===== src/rtl/buyruk_paketleyici.sv =====
// buyruk_paketleyici: packs 16/32-bit RISC-V instructions into aligned 32-bit words; define BUYRUK_SAYAC_EN to add an accepted-instruction counter
module buyruk_paketleyici #(
  parameter int ADRES_W = 10,
  parameter logic [15:0] DOLGU = 16'h0001
`ifdef BUYRUK_SAYAC_EN
  , parameter int SAYAC_W = 16
`endif
) (
  input  logic               clk_i,
  input  logic               rst_i,
  input  logic [31:0]        buyruk_i,
  input  logic               buyruk_gecerli_i,
  output logic               buyruk_hazir_o,
  input  logic               bosalt_i,
  output logic               bosalt_tamam_o,
  output logic [31:0]        kelime_o,
  output logic               kelime_gecerli_o,
  input  logic               kelime_hazir_i,
  output logic [ADRES_W-1:0] adres_o
`ifdef BUYRUK_SAYAC_EN
  , output logic [SAYAC_W-1:0] buyruk_sayisi_o
`endif
);
  typedef enum logic {BOS, YARIM} durum_t;
  durum_t      durum;
  logic [15:0] tut_r;
  logic        slot_bos, kabul, len32, yarim_bosalt, emit, cikis_el;
  logic [31:0] yeni;
  // handshake decode and next output word; a held low halfword always sits in the lower half
  always_comb begin
    slot_bos       = !kelime_gecerli_o || kelime_hazir_i;
    buyruk_hazir_o = slot_bos && !bosalt_i;
    kabul          = buyruk_gecerli_i && buyruk_hazir_o;
    len32          = buyruk_i[1:0] == 2'b11;
    cikis_el       = kelime_gecerli_o && kelime_hazir_i;
    yarim_bosalt   = bosalt_i && durum == YARIM && slot_bos;
    emit           = (kabul && (len32 || durum == YARIM)) || yarim_bosalt;
    yeni           = bosalt_i ? {DOLGU, tut_r} : durum == BOS ? buyruk_i : {buyruk_i[15:0], tut_r};
    bosalt_tamam_o = durum == BOS && !kelime_gecerli_o;
  end
  // packer state, carried halfword, output register and word address
  always_ff @(posedge clk_i) begin
    if (rst_i) begin
      durum            <= BOS;
      tut_r            <= '0;
      kelime_o         <= '0;
      kelime_gecerli_o <= 1'b0;
      adres_o          <= '0;
    end else begin
      if (cikis_el) adres_o <= adres_o + 1'b1;
      if (emit) begin
        kelime_o         <= yeni;
        kelime_gecerli_o <= 1'b1;
      end else if (cikis_el) kelime_gecerli_o <= 1'b0;
      if (yarim_bosalt) durum <= BOS;
      else if (kabul) begin
        if (durum == BOS && !len32) begin
          tut_r <= buyruk_i[15:0];
          durum <= YARIM;
        end else if (durum == YARIM && !len32) durum <= BOS;
        else if (durum == YARIM) tut_r <= buyruk_i[31:16];
      end
    end
  end
`ifdef BUYRUK_SAYAC_EN
  // saturating count of accepted instructions
  always_ff @(posedge clk_i) begin
    if (rst_i) buyruk_sayisi_o <= '0;
    else if (kabul && buyruk_sayisi_o != '1) buyruk_sayisi_o <= buyruk_sayisi_o + 1'b1;
  end
`endif
endmodule


===== config.mk =====
export PLATFORM = sky130hd
export DESIGN_NAME = buyruk_paketleyici
export DESIGN_NICKNAME = d
export VERILOG_FILES = /design/src/rtl/buyruk_paketleyici.sv
export SDC_FILE = /design/constraint.sdc
export NUM_CORES = 1
export LEC_CHECK = 0
export CAP_MARGIN = 20
export CORE_ASPECT_RATIO = 1.25
export CORE_MARGIN = 2
export CORE_UTILIZATION = 50
export DETAILED_ROUTE_END_ITERATION = 8
export PLACE_DENSITY = 0.8
export SETUP_SLACK_MARGIN = 0.02
export SYNTH_ARGS = -nofsm -noshare
export SYNTH_HDL_FRONTEND = slang
export SYNTH_SLANG_ARGS = --single-unit

===== constraint.sdc =====
create_clock -name clk_i -period 2.3 [get_ports clk_i]
set_clock_uncertainty 0.2 [all_clocks]
set_input_delay 0.69 -clock clk_i [delete_from_list [all_inputs] [get_ports clk_i]]
set_output_delay 0.69 -clock clk_i [all_outputs]
set_load 0.01 [all_outputs]

# --- Yosys cells after proc, flatten, opt, wreduce, memory -nomap -nowiden ---
# Index checks and enable logic that the tools add are counted.
word_totals:
  latch_bits: 0
  out_inout_bits: 45
  mem_count: 0
  elab_cells: 40
  input_bits: 37
  mem_bits_ro: 0
  ramBits: 0
  regBits: 60
classes:
  n_mul: 0
  n_reduce_logical: 21
  div_mod_pow: 0
  shifts: 0
  add_sub_neg: 1
  eq_ne: 2
  magnitude_cmp: 0
  mux: 9
  bitwise_logic: 2
op_table:
  columns: ["operator", "n"]
  rows:
  - ["$mux W32", 2]
  - ["$mux W16", 3]
  - ["$add A10 B1 Y10 const B", 1]
  - ["$logic_and A1 B1 Y1", 9]
  - ["$reduce_bool A2 Y1", 3]
  - ["$mux W1", 4]
  - ["$reduce_and A4 Y1", 1]
  - ["$logic_not A1 Y1", 3]
  - ["$logic_or A1 B1 Y1", 3]
  - ["$eq A2 B2 Y1 const B", 1]
  - ["$ne A2 B2 Y1 const B", 1]
  - ["$not A1 Y1", 2]
  - ["$reduce_and A2 Y1", 1]
  - ["$reduce_or A2 Y1", 1]

# --- Longest topological paths before layout ---
logic_depth:
  word_depth: 7
  mapped_depth: 5
  ltp_nobuf: 4

# --- Least setup slack after synthesis ---
# Ideal clock, no wire load.
synth_path:
  path_kind: "input-to-output"
  start: "input port kelime_hazir_i"
  end: "output port buyruk_hazir_o"
  stages: 4
  setup_slack_ps: 226
  path_buffers: 2
  t_arrival_ps: 1184
  path_cell_list: "nor2b_1 -> buf_4 -> buf_4 -> nor2_1"
synth_via:
  elab_chain_len: 2
synth_lines:
  columns: ["item", "line_no", "source"]
  rows:
  - ["start: declaration", "18", "input logic kelime_hazir_i,"]
  - ["$logic_or A1 B1 Y1", "31", "slot_bos = !kelime_gecerli_o || kelime_hazir_i;"]
  - ["$logic_and A1 B1 Y1", "32", "buyruk_hazir_o = slot_bos && !bosalt_i;"]
  - ["end: declaration", "13", "output logic buyruk_hazir_o,"]
# Every way passes these cells.

# --- Worst setup path in the final report ---
# Same ends and word-level chain as after synthesis.

==> flow_summary.yaml <==
placed_design:
  io_buffers: 81
  hpwl_um: 7090
  gp_congestion: 0.893
die:
  dieArea_mm2: 0.00784
  num_rows: 34
  die_x_um: 79.6
  coreArea_mm2: 0.00693
  ios: 82
  initial_core_util: 0.515
  die_y_um: 98.5
yosys:
  ys_warn_count: 0
  synth_cell_type_count: 44
  avgSynthCellArea_um2: 8.82
  yosysSeqAreaShare: 0.336
  yosysTopAreaCell: "dfxtp_1"
  synth.top_cells.by_count: "dfxtp_1, a21oi_1, nand2_1"
  synth_edf_count: 0
  synthMostInstantiatedCell: "dfxtp_1"
  synth.area.top_cells: "dfxtp_1, a21oi_1, mux2_2"
  syn-num-nets: 443
  synth-main-ff-cell: "dfxtp_1"
  synthArstFlopShare: 0
  syn-cell-area_mm2: 0.00357
  netlist_instances: 405
  synth-seq-cells: 60
  yosys.area.top_type_share: 0.336
run_status:
  status: "completed"
critical_path:
  r2r-end: "tut_r[8]"
  reg2reg_slack_ps: 330
  path_class: "in2out"
  cp_data_arrival_time_ps: 1340
  cp_max_fo: 2
  rr_startpoint: "durum"
  cp-endpoint: "buyruk_hazir_o"
  worst_setup_path_end_kind: "output pin"
  cp-startpoint: "kelime_hazir_i"
  r2r_cells: 4
  crit_required_ps: 1410
  startpoint_type: "input pin"
sta:
  period_needed_ps: 2230
  finalSetupViolCount: 0
  period_share: 0.969
  fmax_mhz: 449
  max_slew_margin: 0.570
  hold_violations: 0
  finalMaxSlewViolations: 0
  tightest_slew_ps: 645
  rsz0062_at_grt: "true"
detailed_routing:
  wl_per_cell_um: 17.3
  first_pass_iters: 5
  post-route-drc-count: 0
  vias: 3518
  drt_iter0_markers: 214
  drt.antenna.violating_nets: 0
  wirelength_um: 10300
  viasPerCell: 5.92
power_and_ir_drop:
  irDropWorstVdd_mv: 0.403
  power.density_mw_per_mm2: 552
  power_w: 0.00271
  leakage_nw: 1.88
grt:
  antenna_found_initial: 0
  grt_pass1_wl_um: 16900
  grtUsageTotal: 0.271
  grt_max_degree: 59
  grt-ovfl-total: 0
  grt_pass1_vias: 3504
cells_and_area:
  utilization: 0.708
  fill_cells: 532
  drive_gt1_frac: 0.236
  antennaDiodeCount: 0
  synthToLayoutAreaGrowth_pct: 37.3
  fin_nets: 537
clock_tree:
  cts_tree: "done"
  cts_made_buffers: 9
  cts_sinks: 60
  hold_buffers: 0
  clock-root-buffer: "clkbuf_8"
  clockBufferDepth: 2
  htreeDepth: 3
  clk_pin_slew_ps: 70
  clock_latency_ps: 340
flow_run:
  maxCapViolCount: 0
min_path:
  min_path_type: "reg2reg"
## stage by stage
stage | instance area (µm²) | setup WS [ps] | hold WS [ps] | TNS (ps) | std cells
floorplan | 3570 | 226 | 237 | 0 | 405
global placement | 4620 | -596 | 246 | -17760 | 574
detailed placement | 4620 | -574 | 258 | -19160 | 574
CTS | 4880 | 25.9 | 269 | 0 | 594
global route | 4910 | -8.87 | 291 | -8.87 | 594
finish | 4910 | 71.0 | 261 | 0 | 594
## cells in the final DEF (no fill, tap or decap), types with 3 or more instances in the layout
cell type        count
and3b_1             15
nand3_1              6
mux2_2              17
clkbuf_8            10
a31o_1              13
buf_4               40
nor2_1               7
nand2_1             37
or4_1                4
mux2i_1             17
clkinv_2             3
mux2_1              14
or3b_2              16
o21ai_0             18
a2111oi_1            4
dfxtp_2              3
a21oi_1             42
dfxtp_1             57
dlygate4sd2_1        4
a31oi_1             14
nor4_1              14
a2111oi_2           10
nor2b_1             16
inv_1                4
o31ai_1              5
buf_6                5
clkdlybuf4s50_1     75
## worst min-delay path by stage
stage | to | depth (start not counted) | startpoint
floorplan | tut_r[0] | 2 | tut_r[0]
global placement | tut_r[0] | 2 | tut_r[0]
detailed placement | kelime_o[30] | 2 | kelime_o[30]
CTS | kelime_o[30] | 2 | kelime_o[30]
global route | kelime_o[30] | 2 | kelime_o[30]
finish | kelime_o[30] | 2 | kelime_o[30]
## logic make-up after synthesis
| family | after synthesis | share of synthesized area |
|---|---|---|
| compound gates | 117 | 0.225 |
| mux | 48 | 0.145 |
| flops | 60 | 0.336 |
| xor+xnor | 2 | 0.00490 |
| simple gates | 128 | 0.216 |
| fa+ha+maj | 1 | 0.00350 |
| buf+inv | 49 | 0.0690 |
## what timing repair did
item | in CTS | in global routing
gates resized for setup | 13 | 8
pin swaps | 1 | 0
endpoints found under the setup margin | 37 | 7
setup buffers | 4 | 0
endpoints found under the hold margin | 0 | 0
## report_power, final
group          internal [W]  switching, W  leakage (nW)
Sequential          0.00108     0.0000264         0.489
Combinational      0.000280      0.000258          1.28
Clock              0.000634      0.000426         0.113
## flip-flops by register name, summed over array words and instances, names as in the netlist
| signal | count |
|---|---|
| adres_o | 10 |
| durum | 1 |
| kelime_gecerli_o | 1 |
| tut_r | 16 |
| kelime_o | 32 |
## final cells by class
type,count,area [µm²],area share
timing repair buffer,128,1190,0.243
sequential,60,1200,0.246
multi-input combinational,296,2160,0.441
clock buffer,11,141,0.0288
inverter,4,15.0,0.00306
tap,90,113,0.0230
clock inverter,5,75.1,0.0153
## routing by layer
layer / wire length, µm / share of wire / GRT usage / vias to the layer above
met3: 659 / 0.064 / 0.0604 / 20
met2: 5100 / 0.50 / 0.449 / 133
met1: 4330 / 0.42 / 0.347 / 1673
met5: 0 / 0 / 0 / -
met4: 199 / 0.019 / 0.0915 / 0
li1: - / - / - / 1692
## worst max-delay path, cell delays in order
cell and delay, ps:
dlygate4sd2_1 260, nor2b_2 170, nor2_2 70, buf_2 140
(Power assumes the default switching activity.)
